==> src/rtl/mio_int_ctrl.sv <==
// mio_int_ctrl: prioritised interrupt controller with a three-state handshake
// (IDLE -> REQ -> SERVICE -> IDLE) towards the CPU.
// Sources are edge-detected into a pending register, masked, and the lowest
// eligible index wins. int_id is frozen from REQ entry until IDLE is reached
// again, so a later higher-priority edge never preempts an accepted request.
// Optional build macro: INT_LEVEL_EN -- level-sensitive sources. pending[k]
// follows irq_i[k] | pending[k], and an acknowledge cannot clear a line that
// is still asserted.
module mio_int_ctrl #(
  parameter int N_CH = 8,
  parameter int ID_W = 3
) (
  input  logic            clk,
  input  logic            reset,
  input  logic [N_CH-1:0] irq_i,
  input  logic            Enable_i,
  output logic            Ireq,
  input  logic            Iack,
  input  logic            eoi_i,
  output logic [ID_W-1:0] int_id,
  input  logic            mask_we,
  input  logic [N_CH-1:0] mask_wdata,
  output logic [N_CH-1:0] mask_o,
  output logic [N_CH-1:0] pending_o,
  output logic            in_service
);

  typedef enum logic [1:0] {
    IDLE    = 2'd0,
    REQ     = 2'd1,
    SERVICE = 2'd2
  } state_t;

  state_t          state, state_next;
  logic            ireq_next;
  logic [ID_W-1:0] id_next;
  logic [ID_W-1:0] win_id;
  logic [N_CH-1:0] pending, pending_next;
  logic [N_CH-1:0] mask;
  logic [N_CH-1:0] irq_prev;
  logic [N_CH-1:0] eligible;
  logic [N_CH-1:0] set_vec;
  logic [N_CH-1:0] clr_vec;

  assign eligible   = pending & ~mask;
  assign mask_o     = mask;
  assign pending_o  = pending;
  assign in_service = (state == SERVICE);

  // Priority encoder: lowest eligible index wins.
  always_comb begin
    // NOTE: every always_comb output gets a default first so no path can
    // leave it unassigned and infer a latch.
    win_id = '0;
    for (int i = N_CH - 1; i >= 0; i--) begin
      if (eligible[i]) win_id = ID_W'(i);
    end
  end

  // Next state, next Ireq/int_id and the acknowledge clear vector.
  always_comb begin
    state_next = state;
    ireq_next  = 1'b0;
    id_next    = int_id;
    clr_vec    = '0;
    case (state)
      IDLE: begin
        if (Enable_i && (eligible != '0)) begin
          state_next = REQ;
          ireq_next  = 1'b1;
          id_next    = win_id;
        end
      end
      REQ: begin
        // Acknowledge beats a concurrent drop of the global enable.
        if (Iack) begin
          state_next = SERVICE;
          clr_vec    = N_CH'(1) << int_id;
        end else if (!Enable_i) begin
          state_next = IDLE;
        end else begin
          ireq_next = 1'b1;
        end
      end
      SERVICE: begin
        if (eoi_i) state_next = IDLE;
      end
      default: state_next = IDLE;
    endcase
  end

  // Pending update: a new set always beats the acknowledge clear.
  always_comb begin
`ifdef INT_LEVEL_EN
    set_vec = irq_i;
`else
    set_vec = irq_i & ~irq_prev;
`endif
    pending_next = (pending & ~clr_vec) | set_vec;
  end

  // State, handshake and register file update with synchronous reset.
  always_ff @(posedge clk) begin
    // NOTE: sequential state uses non-blocking assignments so every flop
    // samples the pre-edge values regardless of statement order.
    if (reset) begin
      state    <= IDLE;
      Ireq     <= 1'b0;
      int_id   <= '0;
      pending  <= '0;
      irq_prev <= '0;
      mask     <= '1;
    end else begin
      state    <= state_next;
      Ireq     <= ireq_next;
      int_id   <= id_next;
      pending  <= pending_next;
      irq_prev <= irq_i;
      if (mask_we) mask <= mask_wdata;
    end
  end

endmodule

==> config.mk <==
export PLATFORM = sky130hd
export DESIGN_NAME = mio_int_ctrl
export DESIGN_NICKNAME = d
export VERILOG_FILES = /design/src/rtl/mio_int_ctrl.sv
export SDC_FILE = /design/constraint.sdc
export NUM_CORES = 1
export LEC_CHECK = 0
export CAP_MARGIN = 5
export CORE_MARGIN = 10
export CORE_UTILIZATION = 30
export CTS_BUF_LIST = sky130_fd_sc_hd__clkbuf_4 sky130_fd_sc_hd__clkbuf_8
export CTS_CLUSTER_DIAMETER = 100
export DETAILED_ROUTE_END_ITERATION = 8
export GPL_TIMING_DRIVEN = 1
export MAX_ROUTING_LAYER = met4
export PLACE_DENSITY = 0.56
export REMOVE_ABC_BUFFERS = 1
export SYNTH_ARGS = -nofsm -noshare
export SYNTH_HDL_FRONTEND = slang
export SYNTH_SLANG_ARGS = --single-unit
==> constraint.sdc <==
create_clock -name clk -period 3.6 [get_ports clk]
set_input_delay 0.9 -clock clk [delete_from_list [all_inputs] [get_ports clk]]
set_output_delay 0.9 -clock clk [all_outputs]
set_load 0.02 [all_outputs]
After elaboration in Yosys (flattened, before gate mapping)
Index checks and enable logic that the tools add are counted.

Register bits after elaboration: 30. Output and inout port bits: 21. Logic and storage cells: 43.

Equal/unequal tests: 5. Shift-type cells: 1. Mux-type cells: 19. Bitwise gates (word level): 7. Reductions and logical operators: 5.

Operators with widths (number): 8-bit AND (3); 3-bit two-way mux (8); 8-bit inverter (3); 8-bit two-way mux (2); 2-bit two-way mux (4); 8-bit bitwise OR (1); 8-bit nonzero test (1); 1-bit by 3-bit << shifter with 8-bit output, first input constant (1); 2-bit case mux with 3 select lines (1); 2-bit inequality test, second input constant (2); 1-bit two-way mux (3); 3-bit inequality test, second input constant (1); 3-bit AND reduction (1); 2-bit by 1-bit equality test with 1-bit output, second input constant (1); 2-bit equality test, second input constant (1); 2-bit logical NOT (1); 1-bit case mux with 2 select lines (1); 2-bit AND reduction (1); 1-bit logical AND (1).

Longest topological paths before layout
Gate-level depths: netlist (run 1).

Word-level depth: 10. Mapped depth: 4. Mapped depth without buffers: 4.

Least setup slack after synthesis (run 1)
Ideal clock, no wire load.

Kind: input -> register. From: input Enable_i. To: register int_id[1]. Library setup time: 0.086 ns. Arrival: 1.559 ns. Required time: 3.514 ns. Setup slack: 1.955 ns. Stages on the path: 3. Cell sequence: nor3b_2 > o21ai_1 > a221oi_2.

Word-level cells in the longest chain between the ends: 2.

RTL lines: start: declaration (line 16) `input logic Enable_i,`; 1-bit logical AND (line 68) `if (Enable_i && (eligible != '0)) begin`; 2-bit AND reduction (no line); end signal: assignment (line 116) `int_id <= id_next;`; end: declaration (line 20) `output logic [ID_W-1:0] int_id,`.

Every way passes these cells. A chain may end at the register's enable or synchronous reset.

Worst setup path after layout (run 1)
From: register state[1]. To: output in_service.

Word-level cells in the longest chain between the ends: 1.

RTL lines: start: declaration (line 34) `state_t state, state_next;`; start signal: assignment (line 114) `state <= state_next;`; 2-bit equality test (line 48) `assign in_service = (state == SERVICE);`; end: declaration (line 25) `output logic in_service`.

Every way passes these cells.

==> out/metrics.csv, run 1 <==
metric;value;unit
rsz0062_at_grt;no;
dpl_worst_slack;1100;ps
ir_drop;0.186;mV
timing.final.crit_share;65.7;%
finClkSkew;7.20;ps
seq_area_frac_synth;49.3;%
synthAdderAreaFrac;0;%
cts_max_path_buffers;2;
num_rows;23;
relSlewSlack;50.8;%
cts_hold_buffers;0;
drtAntennaViolNets;0;
clock_sinks;30;
setup_viol;0;
cts_setup_buffers;0;
area_delta_synth_final;45.3;%
crit_type;register to output port;
status;complete, no violations;
grt_pass1_vias;1112;
required;2700;ps
drtPass1Iterations;2;
ctsResizeCount;0;
cts_buffers;5;
muxShareOfSynthArea;0;%
slew_viol_final;0;
cp_num_buf_inv;1;
hpwl;2470;um
num_io_pins;43;
fin_area;0.00177;mm^2
place_inst;210;
synth_top_area_share;49.3;%
drc_errors;0;
vias;1011;
worstPathCellList;nor2b_1 > clkdlybuf4s50_1;
crit_fanout;5;
finalWorstSetupSlack;1240;ps
io_buffers;42;
power;770;uW
holdWs;483;ps
synth_top_family_by_area;simple AND/OR/NAND/NOR gates;
hold_violations;0;
gp_congestion;0.750;
hp-class;register to register;
synth_cell_types;29;
core-area;0.00397;mm^2
ys_seq_elements;30;
p_per_area;435;mW/mm^2
synth.area.top_cells;dfxtp_1, nor2b_1, nand2b_1, a211o_1, a21oi_1;
worstSetupStartpointType;register;
antenna_found_initial;0;
syn_inst;121;
cap_violations;0;
slowest_stage;clkdlybuf4s50_1;
wl_per_cell;14.8;um
h-tree-depth;2;
yosysWarnings;0;
overflow;0;
die_w;83.7;um
cts.clk_slew.worst_paths;60;ps
drive_gt1_share;8.98;%
setup-tns-final;0;ps
p_leak;0.645;nW
wirelength;3220;um
syn_area;0.00122;mm^2
postLayoutCoreUtil;44.6;%
die_area;0.00701;mm^2
die_h;83.7;um
cts_root_buf;clkbuf_8;
synth_xor_xnor_area_share;0;%
grt_util_all_layers;9.77;%
synth_area_leader_cell;dfxtp_1;
crit_family;buffers and inverters;
first_iter_violations;74;
vias_per_cell;4.66;
grt_max_degree;21;
worst-slew-pin-transition;736;ps
grt_pass1_wl;5440;um
cpPeakStageDelay;630;ps
synth_compound_area_share;20.6;%
synthSimpleGateAreaFrac;28.0;%
finalNetCount;189;
synth.avg_cell_area;10.1;um^2
period_needed;2360;ps
cp-end-kind;output port;
fin_cells;217;
cts_tree;yes;
start_util;30.7;%
fmax;423;MHz
placed_cell_area;0.00169;mm^2
worst_ep_arrival_time;1460;ps
insertion_delay;280;ps
antenna_cells_inserted;0;
[power breakdown]
group	switching (mW)	internal [mW]	total (mW)	leakage [nW]
sequential	0.0195	0.356	0.375	0.249
combinational	0.0658	0.0799	0.146	0.352
clock	0.119	0.129	0.249	0.0438
[state kept, by name, summed over array words and instances, names as in the netlist]
register,count
Ireq,1
int_id,3
irq_prev,8
mask_o,8
pending_o,8
state,2
[final timing paths]
kind | start | end | slack, ps | cells after the start
setup / recovery | state[1] | in_service | 1240 | 2
hold / removal | irq_prev[2] | pending_o[2] | 480 | 2
setup reg to reg | pending_o[6] | int_id[1] | 2300 | 4
hold reg to reg | irq_prev[2] | pending_o[2] | 480 | 2
[worst register-to-register path: stages (launching register included)]
cell and delay [ps]:
dfxtp_1 380, inv_1 60, o2111ai_1 360, o21ai_1 190
a221oi_2 240
[area by class of cell]
class                   instances  area, um^2
well taps                      50        62.6
flip-flops and latches         30         601
clock buffers                   5        68.8
repair buffers                 43         428
inverters                       2        7.51
fillers                       392        2200
multi-input cells              85         593
clock inverters                 2        10.0
[cells in the final DEF (no fill, tap or decap), drive strengths merged]
master         netlist  routed
inv                  2       2
or2                  1       1
a21oi               12      12
dfxtp               30      30
clkinv               0       2
o21ai                8       8
o221ai               1       1
a211oi               1       1
clkdlybuf4s50        0      42
nand4bb              2       2
nor3b                1       1
clkbuf               2       5
o211ai               1       1
a211o                8       8
o31ai                2       2
a311oi               1       1
nand4b               1       1
nor2                 1       1
nand2b              16      16
buf                  2       1
nor2b               21      21
a311o                1       1
o2111ai              1       1
a221oi               1       1
or3                  1       1
nand2                3       3
nand3b               1       1
[Yosys cell counts, drive strengths merged]
library cell,number
a211o,8
a211oi,1
a21oi,12
a221oi,1
a311o,1
a311oi,1
buf,2
clkbuf,2
dfxtp,30
inv,2
nand2,3
nand2b,16
nand3b,1
nand4b,1
nand4bb,2
nor2,1
nor2b,21
nor3b,1
o2111ai,1
o211ai,1
o21ai,8
o221ai,1
o31ai,2
or2,1
or3,1
[metal layers]
metal | routed length (um) | track usage (%) | up-vias
li1 | - | - | 519
met2 | 1400 | 14.5 | 33
met4 | 31 | 3.20 | 0
met5 | 0 | - | -
met3 | 187 | 4.20 | 5
met1 | 1600 | 11.6 | 454
[cell families (layout without fill, tap and decap cells)]
group,count (synthesis),in the layout
flops,30,30
buf+inv,6,52
simple gates,48,48
compound gates,37,37
No activity file was read; power rests on OpenSTA's default activity.
==> run 2: changes to the inputs <==
==> constraint.sdc (replaced) <==
create_clock -name clk -period 2.33 [get_ports clk]
set_input_delay 0.5825 -clock clk [delete_from_list [all_inputs] [get_ports clk]]
set_output_delay 0.5825 -clock clk [all_outputs]
set_load 0.02 [all_outputs]
==> run 2 against run 1 <==
- via count up 0.59%
- cell area up 0.28%
- critical path depth unchanged
- first-iteration DRC count down 36%
- worst setup slack worse by 970 ps
- total power up 57%
- clock skew down 1.4 ps
- non-clock buffer count unchanged
- sequential power up 54%
- critical path type unchanged
- clock-buffer cell count up 2
- highest routed layer unchanged
- sequential share of layout area down 0.096 points
- cell count unchanged
==> out/metrics.csv, run 2 (synthesis results as in run 1) <==
metric;value;unit
worst-slew-pin-transition;516;ps
place_inst;210;
cts_setup_buffers;0;
cts_max_path_buffers;2;
overflow;0;
cpPeakStageDelay;630;ps
p_int;901;uW
vias_per_cell;4.69;
swShare;25.3;%
grt_pass1_wl;5440;um
fin_cells;217;
worstPathCellList;nor2b_1 > clkdlybuf4s50_1;
crit_type;register to output port;
ir_drop;0.369;mV
period_needed;2060;ps
power.switching;304;uW
area_delta_synth_final;45.7;%
rsz0062_at_grt;no;
p_leak;0.646;nW
placed_cell_area;0.00169;mm^2
regArea;601;um^2
p_comb_share;18.6;%
slowest_stage;clkdlybuf4s50_1;
holdWs;480;ps
hp-class;register to register;
gp_congestion;0.757;
clock_power_share;33.3;%
cts_hold_buffers;0;
finClkSkew;5.85;ps
nFillCells;408;
drive_gt1_share;8.98;%
power;1.21;mW
finalNetCount;189;
grt_max_degree;23;
cts_tree;yes;
cts.clk_slew.worst_paths;60;ps
required;1750;ps
first_iter_violations;47;
grt_pass1_vias;1065;
start_util;30.7;%
clock_sinks;30;
core-area;0.00397;mm^2
crit_fanout;5;
timing.final.crit_share;88.4;%
die_w;83.7;um
wirelength;3160;um
r2r_cells;4;
worstSetupStartpointType;register;
hpwl;2410;um
fmax;485;MHz
hold_violations;0;
num_io_pins;43;
cp-end-kind;output port;
wl_per_cell;14.6;um
multi_input_area;593;um^2
die_h;83.7;um
layout_commonest_cell;clkdlybuf4s50_1;
status;complete, no violations;
final_cell_mix;clkdlybuf4s50_1, dfxtp_1, nor2b_1;
cts_buffers;5;
p_per_area;679;mW/mm^2
relSlewSlack;65.5;%
drtAntennaViolNets;0;
reg2reg_slack;1030;ps
drc_errors;0;
antenna_found_initial;0;
grt_util_all_layers;9.81;%
fin_area;0.00178;mm^2
worst_ep_arrival_time;1480;ps
slew_viol_final;0;
vias;1017;
ctsResizeCount;0;
insertion_delay;280;ps
cts_root_buf;clkbuf_8;
antenna_cells_inserted;0;
drtPass1Iterations;4;
h-tree-depth;2;
p_seq_share;48.0;%
hold_path_depth;2;
cap_violations;0;
setup_viol;0;
num_rows;23;
die_area;0.00701;mm^2
io_buffers;42;
setup-tns-final;0;ps
[run 2: cell types whose count changed in the layout (fill, tap and decap cells not counted), sizes merged]
cell and delta:
clkbuf +2, clkinv -2
[run 2: final timing paths]
| check | from | to |
|---|---|---|
| setup / recovery | state[1] | in_service |
| hold / removal | irq_prev[3] | pending_o[3] |
| setup reg to reg | mask_o[5] | int_id[0] |
| hold reg to reg | irq_prev[3] | pending_o[3] |
[run 2: layout make-up]
class | count | area share (%)
clock buffers | 7 | 4.72
flip-flops and latches | 30 | 33.8
well taps | 50 | 3.52
inverters | 2 | 0.423
repair buffers | 43 | 24.1
multi-input cells | 85 | 33.4
[run 2: metal layers]
layer / vias to the layer above / routed length, um / GRT usage [%]
met5: - / 0 / -
li1: 519 / - / -
met4: 0 / 47 / 3.65
met2: 33 / 1300 / 13.4
met1: 458 / 1530 / 11.4
met3: 7 / 289 / 5.96
[run 2: worst max-delay path: cells and delay by family (launching register included)]
| family | cells | cell delay [ps] |
|---|---|---|
| flops | 1 | 380 |
| simple gates | 1 | 190 |
| buf+inv | 1 | 630 |
[run 2: power by group through the flow]
stage	combinational [mW]	clock [mW]	sequential, mW
final	0.225	0.402	0.579
after global routing	0.246	0.443	0.584
after CTS	0.228	0.422	0.579
after detailed placement	0.226	0	0.590
after global placement	0.224	0	0.590
after floorplan	0.0770	0	0.615
[run 2: through the flow]
step | setup slack, ps | utilization, %
detailed placement | 380 | 42.6
global placement | 438 | 42.6
floorplan | 1000 | -
global route | 140 | 44.7
finish | 270 | 44.7
CTS | 246 | 44.7
